[src/rtl/ipbus_arb_pkg.sv]
// Shared types and bus-packing offsets for the IPbus multi-master arbiter.
package ipbus_arb_pkg;

  typedef enum logic [0:0] {
    IDLE    = 1'b0,
    GRANTED = 1'b1
  } arb_state_e;

  localparam int unsigned MAX_MASTERS = 8;
  localparam int unsigned IDX_W       = $clog2(MAX_MASTERS);

  localparam int unsigned ADDR_W = 32;
  localparam int unsigned DATA_W = 32;

  // Master -> slave bus: addr[65:34], wdata[33:2], strobe[1], write[0]
  localparam int unsigned OUT_W         = 66;
  localparam int unsigned OUT_ADDR_LSB  = 34;
  localparam int unsigned OUT_WDATA_LSB = 2;
  localparam int unsigned OUT_STROBE    = 1;
  localparam int unsigned OUT_WRITE     = 0;

  // Slave -> master bus: rdata[33:2], ack[1], err[0]
  localparam int unsigned IN_W         = 34;
  localparam int unsigned IN_RDATA_LSB = 2;
  localparam int unsigned IN_ACK       = 1;
  localparam int unsigned IN_ERR       = 0;

endpackage

[src/rtl/rr_priority_select.sv]
// Combinational round-robin pick: first set request at or after start_i, ascending with wrap.
module rr_priority_select
  import ipbus_arb_pkg::*;
#(
  parameter int unsigned N = 2
) (
  input  logic [N-1:0]     req_i,
  input  logic [IDX_W-1:0] start_i,
  output logic [N-1:0]     grant_o,
  output logic [IDX_W-1:0] idx_o,
  output logic             valid_o
);

  always_comb begin
    grant_o = '0;
    idx_o   = '0;
    valid_o = 1'b0;
    for (int unsigned i = 0; i < N; i++) begin
      for (int unsigned j = 0; j < N; j++) begin
        if (!valid_o && req_i[j] && (j == (int'(start_i) + i) % N)) begin
          grant_o[j] = 1'b1;
          idx_o      = IDX_W'(j);
          valid_o    = 1'b1;
        end
      end
    end
  end

endmodule

[src/rtl/ipbus_master_arbiter.sv]
// Round-robin arbiter letting several IPbus transactors share one slave bus,
// with a strobe watchdog that synthesises a bus error on unanswered cycles.
module ipbus_master_arbiter
  import ipbus_arb_pkg::*;
#(
  parameter int unsigned N_MASTERS = 2,
  parameter int unsigned TIMEOUT   = 255
) (
  input  logic                       clk,
  input  logic                       rst_n,
  input  logic [N_MASTERS-1:0]       m_req,
  output logic [N_MASTERS-1:0]       m_grant,
  input  logic [OUT_W*N_MASTERS-1:0] m_ipb_out,
  output logic [IN_W*N_MASTERS-1:0]  m_ipb_in,
  output logic [OUT_W-1:0]           s_ipb_out,
  input  logic [IN_W-1:0]            s_ipb_in,
  output logic [IDX_W-1:0]           owner,
  output logic                       busy,
  output logic [15:0]                timeout_cnt
);

  // Assert asynchronously, release two edges after rst_n rises.
  logic [1:0] rst_sync_q;
  logic       rst_int_n;

  always_ff @(posedge clk or negedge rst_n) begin
    if (!rst_n) rst_sync_q <= 2'b00;
    else        rst_sync_q <= {rst_sync_q[0], 1'b1};
  end
  assign rst_int_n = rst_sync_q[1];

  arb_state_e             state_q, state_d;
  logic [N_MASTERS-1:0]   grant_q, grant_d;
  logic [IDX_W-1:0]       owner_q, owner_d;
  logic [IDX_W-1:0]       last_owner_q, last_owner_d;
  logic                   busy_q, busy_d;
  logic [15:0]            wd_q, wd_d;
  logic [15:0]            tcnt_q, tcnt_d;

  logic [IDX_W-1:0]       start_idx;
  logic [N_MASTERS-1:0]   win_grant;
  logic [IDX_W-1:0]       win_idx;
  logic                   win_valid;

  assign start_idx = (last_owner_q == IDX_W'(N_MASTERS - 1)) ? '0 : last_owner_q + 1'b1;

  rr_priority_select #(
    .N (N_MASTERS)
  ) u_rr_sel (
    .req_i   (m_req),
    .start_i (start_idx),
    .grant_o (win_grant),
    .idx_o   (win_idx),
    .valid_o (win_valid)
  );

  logic             owner_req;
  logic [OUT_W-1:0] sel_out;
  logic             s_ack, s_err, slave_stb, fire;

  // grant_q is one-hot on the owner, so it doubles as the slice select.
  assign owner_req = |(m_req & grant_q);

  always_comb begin
    sel_out = '0;
    for (int k = 0; k < N_MASTERS; k++) begin
      if (grant_q[k]) sel_out = m_ipb_out[k*OUT_W +: OUT_W];
    end
  end

  assign s_ack = s_ipb_in[IN_ACK];
  assign s_err = s_ipb_in[IN_ERR];

  // A real response in the timeout cycle suppresses the synthesised error.
  assign fire = busy_q & owner_req & sel_out[OUT_STROBE] & ~s_ack & ~s_err &
                (wd_q == 16'(TIMEOUT - 1));
  assign slave_stb = busy_q & owner_req & sel_out[OUT_STROBE] & ~fire;

  always_comb begin
    s_ipb_out                              = '0;
    s_ipb_out[OUT_ADDR_LSB +: ADDR_W]      = sel_out[OUT_ADDR_LSB +: ADDR_W];
    s_ipb_out[OUT_WDATA_LSB +: DATA_W]     = sel_out[OUT_WDATA_LSB +: DATA_W];
    s_ipb_out[OUT_STROBE]                  = slave_stb;
    s_ipb_out[OUT_WRITE]                   = sel_out[OUT_WRITE];
  end

  always_comb begin
    m_ipb_in = '0;
    for (int k = 0; k < N_MASTERS; k++) begin
      m_ipb_in[k*IN_W + IN_RDATA_LSB +: DATA_W] = s_ipb_in[IN_RDATA_LSB +: DATA_W];
      m_ipb_in[k*IN_W + IN_ACK]                 = grant_q[k] & s_ack;
      m_ipb_in[k*IN_W + IN_ERR]                 = grant_q[k] & (s_err | fire);
    end
  end

  always_comb begin
    state_d      = state_q;
    grant_d      = grant_q;
    owner_d      = owner_q;
    busy_d       = busy_q;
    last_owner_d = last_owner_q;
    unique case (state_q)
      IDLE: begin
        if (win_valid) begin
          grant_d = win_grant;
          owner_d = win_idx;
          busy_d  = 1'b1;
          state_d = GRANTED;
        end
      end
      GRANTED: begin
        if (!owner_req) begin
          grant_d      = '0;
          busy_d       = 1'b0;
          last_owner_d = owner_q;
          state_d      = IDLE;
        end
      end
      default: state_d = IDLE;
    endcase
  end

  always_comb begin
    wd_d   = (fire || !slave_stb || s_ack || s_err) ? 16'd0 : wd_q + 16'd1;
    tcnt_d = (fire && tcnt_q != 16'hFFFF) ? tcnt_q + 16'd1 : tcnt_q;
  end

  always_ff @(posedge clk or negedge rst_int_n) begin
    if (!rst_int_n) begin
      state_q      <= IDLE;
      grant_q      <= '0;
      owner_q      <= '0;
      last_owner_q <= IDX_W'(N_MASTERS - 1);
      busy_q       <= 1'b0;
      wd_q         <= '0;
      tcnt_q       <= '0;
    end else begin
      state_q      <= state_d;
      grant_q      <= grant_d;
      owner_q      <= owner_d;
      last_owner_q <= last_owner_d;
      busy_q       <= busy_d;
      wd_q         <= wd_d;
      tcnt_q       <= tcnt_d;
    end
  end

  assign m_grant     = grant_q;
  assign owner       = owner_q;
  assign busy        = busy_q;
  assign timeout_cnt = tcnt_q;

endmodule
[config.mk]
export PLATFORM = sky130hd
export DESIGN_NAME = ipbus_master_arbiter
export DESIGN_NICKNAME = d
export VERILOG_FILES = /design/src/rtl/ipbus_arb_pkg.sv /design/src/rtl/rr_priority_select.sv /design/src/rtl/ipbus_master_arbiter.sv
export SDC_FILE = /design/constraint.sdc
export NUM_CORES = 1
export LEC_CHECK = 0
export BUFFER_PORTS_ARGS = -buffer_cell sky130_fd_sc_hd__buf_4
export CAP_MARGIN = 20
export CORE_AREA = 4 4 123 125
export DETAILED_ROUTE_END_ITERATION = 7
export DIE_AREA = 0 0 127 129
export PLACE_DENSITY = 0.62
export SLEW_MARGIN = 5
export SYNTH_ARGS = -nofsm -noshare
export SYNTH_HDL_FRONTEND = slang
export SYNTH_HIERARCHICAL = 1
export SYNTH_SLANG_ARGS = --single-unit
export TNS_END_PERCENT = 100
[constraint.sdc]
create_clock -name clk -period 2.3 [get_ports clk]
set_clock_uncertainty 0.05 [all_clocks]
set_input_delay 0.23 -clock clk [delete_from_list [all_inputs] [get_ports clk]]
set_output_delay 0.23 -clock clk [all_outputs]
set_load 0.005 [all_outputs]
==> results of run 1 <==
## worst min path at each step
stage,startpoint,endpoint,slack [ps]
2_1_floorplan,rst_n,rst_sync_q[0]$_DFF_PN0_,-120
3_3_place_gp,rst_n,rst_sync_q[0]$_DFF_PN0_,-40
3_5_place_dp,rst_n,rst_sync_q[1]$_DFF_PN0_,-30
4_1_cts,rst_n,rst_sync_q[0]$_DFF_PN0_,220
5_1_grt,rst_n,rst_sync_q[1]$_DFF_PN0_,230
6_report,rst_n,rst_sync_q[1]$_DFF_PN0_,220
## per-stage QoR
| stage | cells | setup slack [ps] |
|---|---|---|
| after floorplan | 344 | 525 |
| after global placement | 674 | 329 |
| after detailed placement | 674 | 289 |
| after CTS | 683 | 62.5 |
| after global routing | 683 | 16.2 |
| final | 683 | 159 |
## registers in the layout, indices dropped and copies added (netlist names)
signal and flops:
busy 1, last_owner_q 1, m_grant 2, owner 3, rst_sync_q 2, state_q 1
timeout_cnt 16, wd_q 16
## cells in the final DEF, fill, tap and decap left out, types with 2 or more instances in the layout
| cell | n |
|---|---|
| nor2_1 | 24 |
| buf_4 | 234 |
| nor2b_1 | 4 |
| clkbuf_16 | 5 |
| and2_1 | 2 |
| inv_1 | 4 |
| o21ai_0 | 4 |
| nand2_1 | 20 |
| nand4_1 | 7 |
| conb_1 | 3 |
| xnor2_1 | 16 |
| a22o_1 | 64 |
| nand3_1 | 13 |
| a21boi_1 | 3 |
| and3_1 | 7 |
| or3_1 | 2 |
| and4_1 | 4 |
| nor3_1 | 2 |
| dfrtp_2 | 2 |
| xor2_1 | 12 |
| mux2_2 | 5 |
| dfrtp_1 | 39 |
| ha_1 | 3 |
## power by group
group | switching (mW) | internal [mW] | total, mW
registers | 0.0868 | 0.821 | 0.908
logic | 1.46 | 1.36 | 2.82
clock network | 0.284 | 0.512 | 0.796
total | 1.83 | 2.69 | 4.53
## metal layers
| layer | up-vias | global-route usage, % |
|---|---|---|
| li1 | 1472 | - |
| met1 | 1501 | 25.3 |
| met2 | 244 | 29.5 |
| met3 | 13 | 18.7 |
| met4 | 0 | 2.46 |
| met5 | - | 0.294 |
## timing repair
action | CTS | global route
setup buffers | 0 | 0
resized for setup | 0 | 4
hold buffers | 1 | 0
hold endpoints to repair | 2 | 0
endpoints found under the setup margin | 0 | 2
## critical path: stages (launching register included)
cell	delay [ps]
dfrtp_1	430
inv_1	70
ha_1	190
nor2b_1	140
nand4_1	120
nor2_2	60
a221oi_1	390
buf_4	190
## final cells by class
cell class              instances  area [um2]  share of cell area, %
inverters                       4        15.0                  0.313
flip-flops and latches         42        1050                   22.0
well taps                     180         225                   4.70
multi-input cells             213        1550                   32.3
clock inverters                 2        37.5                  0.783
repair buffers                236        1790                   37.3
clock buffers                   6         129                   2.69
==> impl_metrics.ini, run 1 <==
[worst_hold_path]
worst_hold_path_type = primary input to asynchronous set/reset pin

[placement]
port_buffers = 229
place_congestion = 0.952
placed_area_um2 = 4610
dpl.hpwl_um = 16100

[yosys]
syn-cell-area_um2 = 3170
yosys_warnings = 6
syn_inst = 343
synth_area_per_cell_um2 = 9.25

[finish]
nNetsFinal = 675
n_antenna_cell = 0
syn2layout_area_growth_pct = 51.2
drive_above_1_share_pct = 51.7
fin_util_pct = 34.6
fillers = 1449
design_area_um2 = 4800

[critical_path]
worst-path-max-fanout = 6
crit_type = flop to primary output
cp.arrival_ps = 1860
rr_startpoint = timeout_cnt[0]$_DFFE_PN0P_
reg2reg_slack_ps = 330
r2r_cells = 6
crit_end = s_ipb_out[1]
end_kind = primary output
worst_setup_path_start_kind = flop
r2r_end = timeout_cnt[11]$_DFFE_PN0P_
cp.required_ps = 2020
startpoint = wd_q[0]$_DFF_PN0_

[sta]
fin_setup_tns_ps = 0
hold_viol = 0
hold_slack_ps = 217
clock.fmax_mhz = 467
max_slew_margin_pct = 58.7
post-route-min-period_ps = 2140
finalSetupViolations = 0
slew_viol_final = 0
min_period_over_period_pct = 93.1
grt_setup_unrepaired = false
worstMarginPinSlew_ps = 614

[drt]
num_vias = 3230
wl_met1_um = 6860
wl_met2_um = 7730
drtAntennaViolNets = 0
wire_per_inst_um = 27.4
viasPerCell = 4.73
wl_met3_um = 3990
drtIter0Drc = 251
dr.max_layer_used = met4
dr.pass1.iters = 4
drt_wl_total_um = 18700
remaining_drc_errors = 0

[floorplanning]
rows = 43
die-area_um2 = 16400
die_y_um = 129
die_x_um = 127
fp.coreArea_um2 = 13900
start_util_pct = 22.9
pin_count = 326

[run_status]
status = finished, final reports clean

[clocking]
clock-sinks = 42
cts_buffers = 5
ctsRootBufferMaster = clkbuf_16
clock_latency_ps = 290
cts.path.max_buffers = 2
h-tree-depth = 2
cts_tree = yes
clk_pin_slew_worst_paths_ps = 60

[grt]
grt.total_usage_pct = 21.2
grt_max_degree = 41
grt_pass1_vias = 3391
grt_remaining_overflow = 0
antenna_found_initial = 0
grt_pass1_wl_um = 24500

[pwr]
p_leak_nw = 2.38
ir_drop_mv = 0.442
p_total_mw = 4.53
power_density_nw_per_um2 = 944

[job]
drv_cap = 0
No activity file was read; power rests on OpenSTA's default activity.
==> run 2, diff against run 1 <==
==> constraint.sdc (replaced) <==
create_clock -name clk -period 2.3 [get_ports clk]
set_clock_uncertainty 0.05 [all_clocks]
set_input_delay 0.345 -clock clk [delete_from_list [all_inputs] [get_ports clk]]
set_output_delay 0.345 -clock clk [all_outputs]
set_load 0.005 [all_outputs]
==> impl_metrics.ini, run 2 (synthesis gave the netlist of run 1 again) <==
[run_status]
status = finished, final reports clean

[critical_path]
end_kind = primary output
r2r_cells = 6
crit_end = s_ipb_out[1]
cp.required_ps = 1900
startpoint = wd_q[0]$_DFF_PN0_
crit_type = flop to primary output
worst-path-max-fanout = 4
cp.arrival_ps = 1830
r2r_end = timeout_cnt[11]$_DFFE_PN0P_
worst_setup_path_start_kind = flop
rr_startpoint = timeout_cnt[0]$_DFFE_PN0P_
reg2reg_slack_ps = 320

[finish]
n_antenna_cell = 0
layout.cells.non_filler = 686
layout_common_cells = buf_4, a22o_1, dfrtp_1, nor2_1, nand2_1
layout_commonest_cell = buf_4
fillers = 1429
seq_area_um2 = 1050
design_area_um2 = 4830
multi_input_area_um2 = 1560
syn2layout_area_growth_pct = 52.2
nNetsFinal = 678
drive_above_1_share_pct = 52.0

[clocking]
h-tree-depth = 2
cts_tree = yes
cts.path.max_buffers = 2
ctsRootBufferMaster = clkbuf_16
clock-sinks = 42
cts_buffers = 5
clock_latency_ps = 280
clk_pin_slew_worst_paths_ps = 60

[drt]
remaining_drc_errors = 0
dr.pass1.iters = 4
drtAntennaViolNets = 0
viasPerCell = 4.78
wire_per_inst_um = 26.9
num_vias = 3281
drtIter0Drc = 240
drt_wl_total_um = 18500

[sta]
worst_slack_ps = 74.1
worstMarginPinSlew_ps = 655
slew_viol_final = 0
max_slew_margin_pct = 55.9
post-route-min-period_ps = 2230
hold_slack_ps = 252
min_period_over_period_pct = 96.8
hold_viol = 0
clock.fmax_mhz = 449
grt_setup_unrepaired = true
finalSetupViolations = 0

[worst_hold_path]
worst_hold_path_type = flop to asynchronous set/reset pin

[pwr]
p_leak_nw = 2.40
power_density_nw_per_um2 = 933
ir_drop_mv = 0.442

[placement]
dpl.hpwl_um = 15900
placed_area_um2 = 4620
place_congestion = 0.929
placed_cells = 676
port_buffers = 229
pre_cts_ws_ps = 301

[grt]
grt_max_degree = 41
grt_pass1_wl_um = 24200
antenna_found_initial = 0
grt.total_usage_pct = 21.0
grt_remaining_overflow = 0
grt_pass1_vias = 3331

[floorplanning]
die_x_um = 127
die-area_um2 = 16400
start_util_pct = 22.9
die_y_um = 129
rows = 43
fp.coreArea_um2 = 13900
pin_count = 326

[job]
drv_cap = 0
[run 2: timing repair]
action                                 in CTS  in global routing
setup endpoints to repair                   1                  3
endpoints found under the hold margin       2                  0
gates resized for setup                     1                  4
gates cloned                                0                  0
setup buffers                               0                  1
pin swaps                                   0                  2
hold buffers                                1                  0
[run 2: power by group]
part	switching [mW]	total, mW	internal [mW]
logic	1.44	2.81	1.37
clock network	0.281	0.793	0.512
registers	0.0792	0.899	0.820
total	1.80	4.50	2.71
[run 2: critical path, stage by stage, from the launching register on]
cell	delay, ps
dfrtp_1	390
inv_1	60
ha_1	180
nor2b_1	140
nand4_1	130
nor2_2	70
a221oi_1	400
buf_4	190
[run 2: cell type report]
| cell class | instances | area share (%) |
|---|---|---|
| repair buffers | 239 | 37.5 |
| multi-input cells | 213 | 32.2 |
| flip-flops and latches | 42 | 21.9 |
| well taps | 180 | 4.67 |
| clock buffers | 6 | 2.67 |
| clock inverters | 2 | 0.778 |
| inverters | 4 | 0.311 |
[run 2: worst min-delay path by stage]
stage                                  from                    endpoint  slack [ps]  depth (start not counted)
floorplan                             rst_n     rst_sync_q[0]$_DFF_PN0_        -0.6                          0
global placement                      rst_n     rst_sync_q[0]$_DFF_PN0_          80                          1
detailed placement                    rst_n     rst_sync_q[0]$_DFF_PN0_          80                          1
CTS                 rst_sync_q[1]$_DFF_PN0_        owner[1]$_DFFE_PN0P_         290                          1
global route        rst_sync_q[1]$_DFF_PN0_        owner[0]$_DFFE_PN0P_         320                          1
finish              rst_sync_q[1]$_DFF_PN0_  timeout_cnt[3]$_DFFE_PN0P_         250                          1
[run 2: layer usage]
metal  GRT usage, %  vias to the layer above  share of wire (%)
li1               -                     1481                  -
met1           22.7                     1545                 34
met2           29.0                      243                 41
met3           22.0                       12                 23
met4           3.22                        0               0.95
met5          0.294                        -                  0
[run 2: stage by stage]
stage	total power, mW	setup TNS, ps	util, %
floorplan	2.01	0	-
global route	4.79	-97.9	34.8
CTS	4.53	0	34.6
global placement	3.72	0	33.3
detailed placement	3.70	0	33.3
finish	4.50	0	34.8
